<file path="src/rtl/conv_encoder_param.sv">
// Rate-1/NUM_OUT convolutional encoder, tail-biting or zero-terminated.
// Serial encode, MSB first, packed per-stream output words over valid/ready.
module conv_encoder_param #(
  parameter int unsigned K       = 7,
  parameter int unsigned NUM_OUT = 3,
  parameter logic [NUM_OUT*K-1:0] GEN = {7'o165, 7'o171, 7'o133},
  parameter int unsigned IN_W    = 8,
  parameter int unsigned OUT_W   = 8,
  parameter int unsigned LEN_W   = 13
) (
  input  logic                     clk,
  input  logic                     reset_n,
  input  logic                     start,
  input  logic [LEN_W-1:0]         blk_len,
  input  logic                     mode,
  input  logic [K-2:0]             tail_bits,
  input  logic [IN_W-1:0]          in_data,
  input  logic                     in_valid,
  output logic                     in_ready,
  output logic [NUM_OUT*OUT_W-1:0] out_data,
  output logic                     out_valid,
  input  logic                     out_ready,
  output logic                     out_last,
  output logic                     busy,
  output logic                     done,
  output logic                     len_err
);

  localparam int unsigned BC_W = $clog2(IN_W);
  localparam int unsigned FL_W = $clog2(OUT_W);
  localparam int unsigned FC_W = $clog2(K);

  localparam logic [BC_W-1:0] BIT_LAST   = BC_W'(IN_W - 1);
  localparam logic [FL_W-1:0] FILL_LAST  = FL_W'(OUT_W - 1);
  localparam logic [FC_W-1:0] FLUSH_LAST = FC_W'(K - 2);

  typedef enum logic [2:0] {
    IDLE,
    LOAD,
    ENC,
    FLUSH,
    DRAIN
  } state_e;

  state_e                          state_q;
  logic [K-2:0]                    s_q;
  logic [IN_W-1:0]                 word_q;
  logic [BC_W-1:0]                 bit_cnt_q;
  logic [LEN_W-1:0]                len_q;
  logic [LEN_W-1:0]                word_cnt_q;
  logic                            mode_q;
  logic [FC_W-1:0]                 flush_cnt_q;
  logic [FL_W-1:0]                 fill_q;
  logic [NUM_OUT-1:0][OUT_W-1:0]   acc_q;
  logic [NUM_OUT-1:0][OUT_W-1:0]   acc_d;
  logic [NUM_OUT-1:0][OUT_W-1:0]   out_q;
  logic                            out_valid_q;
  logic                            out_last_q;
  logic                            in_ready_q;
  logic                            busy_q;
  logic                            done_q;
  logic                            len_err_q;

  logic                            u;
  logic [K-1:0]                    x_vec;
  logic [NUM_OUT-1:0]              d;
  logic [K-2:0]                    preload;
  logic                            step;
  logic                            word_end;
  logic                            blk_end;
  logic                            emit;
  logic                            stall;
  logic                            advance;
  logic                            out_hs;

  // s_q[K-2] holds s[1] (newest), s_q[0] holds s[K-1] (oldest),
  // so {u, s_q} lines up bit-for-bit with each generator.
  always_comb begin
    u     = (state_q == ENC) ? word_q[IN_W-1] : 1'b0;
    x_vec = {u, s_q};
    for (int j = 0; j < NUM_OUT; j++) begin
      d[j] = ^(GEN[j*K +: K] & x_vec);
    end
    for (int k = 0; k < K - 1; k++) begin
      preload[k] = mode ? 1'b0 : tail_bits[K-2-k];
    end
  end

  always_comb begin
    step     = (state_q == ENC) || (state_q == FLUSH);
    word_end = (state_q == ENC) && (bit_cnt_q == BIT_LAST);
    if (state_q == FLUSH) begin
      blk_end = (flush_cnt_q == FLUSH_LAST);
    end else begin
      blk_end = word_end && (word_cnt_q == len_q) && !mode_q;
    end
    emit    = step && ((fill_q == FILL_LAST) || blk_end);
    out_hs  = out_valid_q && out_ready;
    stall   = emit && out_valid_q && !out_ready;
    advance = step && !stall;
    acc_d   = acc_q;
    for (int j = 0; j < NUM_OUT; j++) begin
      acc_d[j][FILL_LAST - fill_q] = d[j];
    end
  end

  always_ff @(posedge clk or negedge reset_n) begin
    if (!reset_n) begin
      state_q     <= IDLE;
      s_q         <= '0;
      word_q      <= '0;
      bit_cnt_q   <= '0;
      len_q       <= '0;
      word_cnt_q  <= '0;
      mode_q      <= 1'b0;
      flush_cnt_q <= '0;
      fill_q      <= '0;
      acc_q       <= '0;
      out_q       <= '0;
      out_valid_q <= 1'b0;
      out_last_q  <= 1'b0;
      in_ready_q  <= 1'b0;
      busy_q      <= 1'b0;
      done_q      <= 1'b0;
      len_err_q   <= 1'b0;
    end else begin
      done_q    <= 1'b0;
      len_err_q <= 1'b0;

      if (out_hs) begin
        out_valid_q <= 1'b0;
        out_last_q  <= 1'b0;
      end

      // A completed word overrides the handshake clear: no bubble.
      if (advance) begin
        s_q <= {u, s_q[K-2:1]};
        if (emit) begin
          out_q       <= acc_d;
          out_valid_q <= 1'b1;
          out_last_q  <= blk_end;
          acc_q       <= '0;
          fill_q      <= '0;
        end else begin
          acc_q  <= acc_d;
          fill_q <= fill_q + 1'b1;
        end
      end

      unique case (state_q)
        IDLE: begin
          if (start) begin
            if (blk_len == '0) begin
              len_err_q <= 1'b1;
            end else begin
              len_q      <= blk_len;
              mode_q     <= mode;
              s_q        <= preload;
              word_cnt_q <= '0;
              acc_q      <= '0;
              fill_q     <= '0;
              busy_q     <= 1'b1;
              in_ready_q <= 1'b1;
              state_q    <= LOAD;
            end
          end
        end
        LOAD: begin
          if (in_valid) begin
            word_q     <= in_data;
            word_cnt_q <= word_cnt_q + 1'b1;
            bit_cnt_q  <= '0;
            in_ready_q <= 1'b0;
            state_q    <= ENC;
          end
        end
        ENC: begin
          if (advance) begin
            word_q    <= word_q << 1;
            bit_cnt_q <= bit_cnt_q + 1'b1;
            if (word_end) begin
              bit_cnt_q <= '0;
              if (word_cnt_q != len_q) begin
                in_ready_q <= 1'b1;
                state_q    <= LOAD;
              end else if (mode_q) begin
                flush_cnt_q <= '0;
                state_q     <= FLUSH;
              end else begin
                state_q <= DRAIN;
              end
            end
          end
        end
        FLUSH: begin
          if (advance) begin
            flush_cnt_q <= flush_cnt_q + 1'b1;
            if (blk_end) begin
              state_q <= DRAIN;
            end
          end
        end
        DRAIN: begin
          if (out_hs) begin
            busy_q  <= 1'b0;
            done_q  <= 1'b1;
            state_q <= IDLE;
          end
        end
        default: state_q <= IDLE;
      endcase
    end
  end

  assign in_ready  = in_ready_q;
  assign out_data  = out_q;
  assign out_valid = out_valid_q;
  assign out_last  = out_last_q;
  assign busy      = busy_q;
  assign done      = done_q;
  assign len_err   = len_err_q;

endmodule

</file>
<file path="config.mk">
export PLATFORM = sky130hd
export DESIGN_NAME = conv_encoder_param
export DESIGN_NICKNAME = d
export VERILOG_FILES = /design/src/rtl/conv_encoder_param.sv
export SDC_FILE = /design/constraint.sdc
export NUM_CORES = 1
export LEC_CHECK = 0
export CORE_AREA = 2 2 116 118
export CTS_CLUSTER_SIZE = 10
export DETAILED_ROUTE_END_ITERATION = 16
export DIE_AREA = 0 0 118 120
export PLACE_DENSITY_LB_ADDON = 0.25
export SKIP_LAST_GASP = 1
export SLEW_MARGIN = 20
export SYNTH_ARGS = -nofsm -noshare
export SYNTH_HDL_FRONTEND = slang
export SYNTH_SLANG_ARGS = --single-unit
</file>
<file path="constraint.sdc">
create_clock -name clk -period 4.3 [get_ports clk]
set_input_delay 1.29 -clock clk [delete_from_list [all_inputs] [get_ports clk]]
set_output_delay 1.29 -clock clk [all_outputs]
set_load 0.05 [all_outputs]
</file>
==> flow_summary_export.csv, run 1 <==
group,metric,value,unit
floorplan,boundaryPins,63,
route,vias,4427,
floorplan,design.die.area,0.0142,mm2
route,avgRoutedWirePerCell,17.0,um
synth,synthFlopType,"dfrtp_1",
hold_path,hold_class,"reg2reg",
route,post-route-drc-count,0,
global_route,grt_pass1_vias,4554,
cts,cts_root_buf,"clkbuf_16",
route,viasPerCell,5.57,
layout,drive_gt1_frac,0.105,
timing,tightest_slew,1.12,ns
floorplan,row_count,42,
cts,clock_path_buffers,2,
power_and_ir_drop,powerDensity,784,mW/mm2
critical_path,slowest_delay,0.44,ns
critical_path,critPathKind,"in2reg",
synth,async_reset_ff_frac,1.00,
placement,routabilityCongestion,0.853,
synth,ys_warn_count,0,
route,dr.pass1.iters,4,
critical_path,path_delay_family,"simple AND/OR/NAND/NOR gates",
synth,syn-instance-count,566,
synth,ys_seq_area_frac,0.473,
cts,path_clk_slew,0.07,ns
route,dr.max_layer_used,"met4",
layout,final_common_cell,"dfrtp_1",
timing,finalCritPeriodShare,0.796,
timing,finClkSkew,0.0101,ns
synth,synth.area.top_cells,"dfrtp_1 47%, mux2_4 5.3%, nand2_1 5.1%, o2111ai_1 3.9%, xnor2_1 3.9%",
layout,antenna_cells,0,
placement,postPlaceCellArea,0.00645,mm2
route,wl_met3,527,um
timing,hold_ws,0.497,ns
global_route,grt_max_degree,67,
timing,setup_ws,0.877,ns
hold_path,min_path_cells,1,
placement,preCtsSetupSlack,0.537,ns
placement,dp_hpwl,9.09,mm
critical_path,reg2reg_to,"out_data[18]$_DFFE_PN0P_",
timing,fin_crit,3.42,ns
synth,syn_area_per_cell,10.0,um2
cts,cts_hold_buf,0,
cts,cts.sinks,107,
floorplan,start_util,0.436,
critical_path,crit_required,4.59,ns
global_route,grt_first_pass_wirelength,22.8,mm
timing,finalSetupViolations,0,
route,routed_wl,13.5,mm
layout,num-nets-final,655,
layout,layout_common_cells,"107 x dfrtp_1, 77 x nand2_1, 61 x clkdlybuf4s50_1",
cts,cts_max_level,3,
hold_path,hp-start,"bit_cnt_q[0]$_DFFE_PN0P_",
critical_path,path_cells,"clkdlybuf4s50_1, nor4_1, nand4_1, and2_1, nor3_1, nor2b_1, a221o_1",
cts,ctsResizeCount,0,
critical_path,critical_path.slowest_cell,"clkdlybuf4s50_1",
route,drt_iter0_drc,296,
timing,slew_viol_final,0,
floorplan,die_x,118,um
floorplan,die_h,120,um
synth,yosysUniqueCellTypes,52,
floorplan,coreArea,0.0130,mm2
critical_path,cp_data_arrival_time,3.71,ns
layout,fill_cells,1201,
hold_path,min_to,"bit_cnt_q[0]$_DFFE_PN0P_",
critical_path,crit_fanout,7,
critical_path,cp-end-kind,"register",
layout,areaGrowthSynthToFinish,18.8,%
route,wl_met2,6.66,mm
placement,dp.cells,780,
cts,clkLatencyLatePin,0.35,ns
run_status,status,"finished clean",
route,ant_nets,0,
timing,setup_tns,0,ns
cts,cts_tree,"built",
global_route,track_usage,0.201,
critical_path,cp-start-kind,"input port",
power_and_ir_drop,p_leak,2.93,nW
synth,synth_area,0.00567,mm2
synth,yosys_register_bits,107,
global_route,grt_overflow,0,
cts,cts_setup_buffers,0,
synth,synth-edff-count,0,
route,wl_met1,6.14,mm
critical_path,critical_path_buf_inv_count,1,
critical_path,reg2reg_from,"fill_q[0]$_DFF_PN0_",
critical_path,rrSetupSlack,1.15,ns
global_route,antenna_found_initial,0,
timing,slew_headroom,0.249,
synth,syn_nets,606,
timing,fmax,292,MHz
placement,buffer_ports.inserted,62,
synth,yosys.area.top_type,"dfrtp_1",
timing,report.final.hold_viol_count,0,
cts,cts-buffers-inserted,9,
synth,yosysTopAreaCellShare,0.473,
run,maxCapViolations,0,
critical_path,r2r_cells,6,
layout,final_cells,795,
timing,rsz0062_at_grt,"no",
power_and_ir_drop,ir_worst_vdd,0.462,mV
layout,design_area,0.00673,mm2
[synth_stat cells, drive strengths merged (2+ instances only)]
master and number:
dfrtp 107, a21oi 12, o211ai 11, xnor2 25, a31oi 4, nor3 6, nand3b 6, o2111ai 25
o22ai 9, nand4 3, nand4b 3, xor2 7, nand3 10, nand2 77, buf 10, and3 2
a211oi 3, nor4b 2, and2 8, a221o 6, inv 34, nand2b 4, a2bb2oi 6, or3 2
a21o 9, nor2 36, clkbuf 25, o31ai 2, and4 3, mux2 33, or4b 2, nor2b 3
o21ai 33, o221ai 16, nor4 6, ha 7
[power by group]
part	internal, W	switching (W)
clock	0.000447	0.000368
combinational	0.00105	0.00168
sequential	0.00140	0.000330
total	0.00290	0.00238
[worst max-delay path by stage]
stage | startpoint | to | slack, ns | cells after the start
floorplan | blk_len[1] | acc_q[21]$_DFF_PN0_ | 1.32 | 9
global route | blk_len[1] | s_q[5]$_DFF_PN0_ | 0.72 | 7
global placement | blk_len[1] | s_q[5]$_DFF_PN0_ | 0.65 | 7
finish | blk_len[1] | s_q[5]$_DFF_PN0_ | 0.88 | 7
detailed placement | blk_len[1] | s_q[3]$_DFF_PN0_ | 0.54 | 7
CTS | blk_len[1] | s_q[5]$_DFF_PN0_ | 0.89 | 7
[logic make-up (layout without fill, tap and decap cells)]
logic type | after synthesis | in the layout | share of synthesized area
compound gates | 141 | 141 | 0.181
xor+xnor | 32 | 32 | 0.0495
fa+ha+maj | 7 | 7 | 0.0155
buf+inv | 69 | 122 | 0.0495
flops | 107 | 107 | 0.473
mux | 34 | 34 | 0.0806
simple gates | 176 | 176 | 0.152
[final cells by class]
cell class | count | area [um2] | share of cell area
inverters | 34 | 128 | 0.0190
multi-input cells | 390 | 2710 | 0.402
well taps | 176 | 220 | 0.0327
flip-flops and latches | 107 | 2680 | 0.398
clock inverters | 5 | 55.1 | 0.00818
repair buffers | 73 | 713 | 0.106
clock buffers | 10 | 229 | 0.0340
[layer usage]
layer | global-route usage | vias to the layer above
met5 | 0 | -
met2 | 0.333 | 94
met4 | 0.0610 | 0
li1 | - | 2137
met3 | 0.0423 | 16
met1 | 0.267 | 2180
[sequential cells by signal (all words and copies together) (netlist names), 3 cells and up]
name,count
acc_q,24
bit_cnt_q,3
fill_q,3
flush_cnt_q,3
len_q,13
out_data,24
s_q,6
state_q,3
word_cnt_q,13
word_q,8
[metrics by stage]
step           total power, W  utilization
2_1_floorplan         0.00367            -
3_3_place_gp          0.00439        0.497
3_5_place_dp          0.00446        0.497
4_1_cts               0.00531        0.519
5_1_grt               0.00564        0.519
6_report              0.00527        0.519
(Power assumes the default switching activity.)
==> inputs of run 2 (changes only) <==
==> constraint.sdc (replaced) <==
create_clock -name clk -period 2.9 [get_ports clk]
set_input_delay 0.87 -clock clk [delete_from_list [all_inputs] [get_ports clk]]
set_output_delay 0.87 -clock clk [all_outputs]
set_load 0.05 [all_outputs]
==> run 2 against run 1 <==
Critical path type unchanged. Non-clock buffer count is 26 higher. Largest cell class unchanged. Register-to-register slack worse by 0.86 ns. Worst hold slack worse by 0.12 ns. Combinational power is 63% higher. Final cell count is 3.4% higher. Critical path depth is 2 higher. Sequential share of layout area is 1.6 points lower. Worst setup slack worse by 0.62 ns. Global-route usage is 0.88 points higher. First-iteration DRC count is 3.7% higher.
==> flow_summary_export.csv, run 2 (synthesis results as in run 1) <==
group,metric,value,unit
route,vias,4622,
timing,tightest_slew,0.672,ns
critical_path,critPathKind,"in2reg",
global_route,grt_pass1_vias,4756,
layout,layout_common_cells,"107 x dfrtp_1, 77 x nand2_1, 61 x clkdlybuf4s50_1",
power_and_ir_drop,power,0.00837,W
route,viasPerCell,5.62,
route,routed_wl,14.1,mm
critical_path,crit_top_cell,"buf_4",
timing,fin_crit,2.65,ns
power_and_ir_drop,powerDensity,1190,mW/mm2
cts,cts.sinks,107,
power_and_ir_drop,sw_frac_of_total,0.434,
power_and_ir_drop,power.share.combinational,0.530,
placement,dp.cells,806,
timing,rsz0062_at_grt,"no",
timing,report.final.hold_viol_count,0,
route,drt_iter0_drc,307,
layout,fill_cells,1177,
critical_path,critical_path_buf_inv_count,3,
floorplan,die_x,118,um
power_and_ir_drop,p_int,0.00474,W
power_and_ir_drop,p_leak,3.09,nW
power_and_ir_drop,netSwitchingPower,0.00363,W
global_route,grt_first_pass_wirelength,23.9,mm
floorplan,design.die.area,0.0142,mm2
timing,hold_ws,0.372,ns
route,avgRoutedWirePerCell,17.2,um
layout,final_common_cell,"dfrtp_1",
power_and_ir_drop,clockPowerShare,0.169,
placement,dp_hpwl,9.56,mm
timing,slew_viol_final,0,
cts,path_clk_slew,0.07,ns
cts,clock_path_buffers,2,
cts,cts_hold_buf,0,
cts,cts_tree,"built",
critical_path,path_cells,"clkdlybuf4s50_1, nor4_1, nand4_1, buf_4, a21oi_1, buf_4, nand4b_1, xor2_1, nor2_1",
critical_path,crit_fanout,9,
cts,cts-buffers-inserted,9,
cts,cts_root_buf,"clkbuf_16",
global_route,antenna_found_initial,0,
layout,num-nets-final,681,
layout,final_cells,822,
power_and_ir_drop,pwr-share-seq,0.301,
timing,setup_tns,0,ns
critical_path,critical_path.slowest_cell,"clkdlybuf4s50_1",
cts,ctsResizeCount,0,
critical_path,cp-end-kind,"register",
layout,register_area,0.00268,mm2
critical_path,rrSetupSlack,0.29,ns
critical_path,path_delay_family,"buffers and inverters",
critical_path,slowest_delay,0.44,ns
global_route,track_usage,0.210,
power_and_ir_drop,ir_worst_vdd,0.718,mV
timing,finalCritPeriodShare,0.913,
layout,antenna_cells,0,
cts,cts_max_level,3,
layout,drive_gt1_frac,0.142,
global_route,grt_max_degree,69,
floorplan,die_h,120,um
layout,areaGrowthSynthToFinish,23.7,%
timing,finalSetupViolations,0,
floorplan,start_util,0.436,
route,ant_nets,0,
critical_path,cp-start-kind,"input port",
critical_path,cp_data_arrival_time,2.89,ns
placement,buffer_ports.inserted,62,
run,maxCapViolations,0,
layout,multi_input_area,0.00271,mm2
timing,finClkSkew,0.00791,ns
critical_path,reg2reg_from,"bit_cnt_q[0]$_DFFE_PN0P_",
timing,slew_headroom,0.549,
route,post-route-drc-count,0,
route,dr.pass1.iters,5,
critical_path,crit_start,"blk_len[0]",
run_status,status,"finished clean",
global_route,grt_overflow,0,
hold_path,hold_class,"in2async",
placement,routabilityCongestion,0.891,
cts,cts_setup_buffers,0,
timing,fmax,378,MHz
floorplan,row_count,42,
floorplan,coreArea,0.0130,mm2
cts,clkLatencyLatePin,0.35,ns
critical_path,crit_required,3.14,ns
floorplan,boundaryPins,63,
[run 2: changes by cell type in the layout (fill, tap and decap cells not counted), sizes merged]
cell / delta
bufinv: +2
buf: +26
clkinv: -1
[run 2: metal layers]
metal / GRT usage / wire, um / vias to the layer above
met2: 0.346 / 7150 / 115
met4: 0.0700 / 218 / 0
met1: 0.273 / 6250 / 2298
met5: 0 / 0 / -
li1: - / - / 2191
met3: 0.0504 / 512 / 18
[run 2: final timing paths]
kind,endpoint,depth (start not counted)
worst max-delay path,word_cnt_q[8]$_DFFE_PN0P_,9
worst min-delay path,acc_q[7]$_DFF_PN0_,1
worst max register to register,out_data[3]$_DFFE_PN0P_,8
worst min register to register,bit_cnt_q[0]$_DFFE_PN0P_,1
max in group asynchronous,fill_q[0]$_DFF_PN0_,2
min in group clk,bit_cnt_q[0]$_DFFE_PN0P_,1
[run 2: stage by stage]
stage,setup WS [ns],instance area [um2],utilization
2_1_floorplan,0.341,5670,-
3_3_place_gp,0.0271,6670,0.514
3_5_place_dp,-0.0391,6670,0.514
4_1_cts,0.292,7010,0.540
5_1_grt,0.114,7010,0.540
6_report,0.252,7010,0.540
[run 2: cell type report]
cell class | instances | share of cell area
multi-input cells | 390 | 0.386
flip-flops and latches | 107 | 0.382
repair buffers | 99 | 0.133
clock buffers | 10 | 0.0327
well taps | 176 | 0.0314
inverters | 34 | 0.0182
clock inverters | 6 | 0.0162
[run 2: power groups by stage]
stage	logic, W	registers [W]	clock network, W
floorplan	0.00247	0.00297	0
global placement	0.00432	0.00251	0
detailed placement	0.00442	0.00253	0
CTS	0.00445	0.00252	0.00145
global route	0.00481	0.00260	0.00150
finish	0.00444	0.00252	0.00141
==> inputs of run 3 (changes only) <==
--- a/config.mk
+++ b/config.mk
@@ -9,6 +9,7 @@
 export CTS_CLUSTER_SIZE = 10
 export DETAILED_ROUTE_END_ITERATION = 16
 export DIE_AREA = 0 0 118 120
+export HOLD_SLACK_MARGIN = 0.15
 export PLACE_DENSITY_LB_ADDON = 0.25
 export SKIP_LAST_GASP = 1
 export SLEW_MARGIN = 20
==> results of run 3 <==
No change in the layout: final DEF, timing and power equal those of run 2.
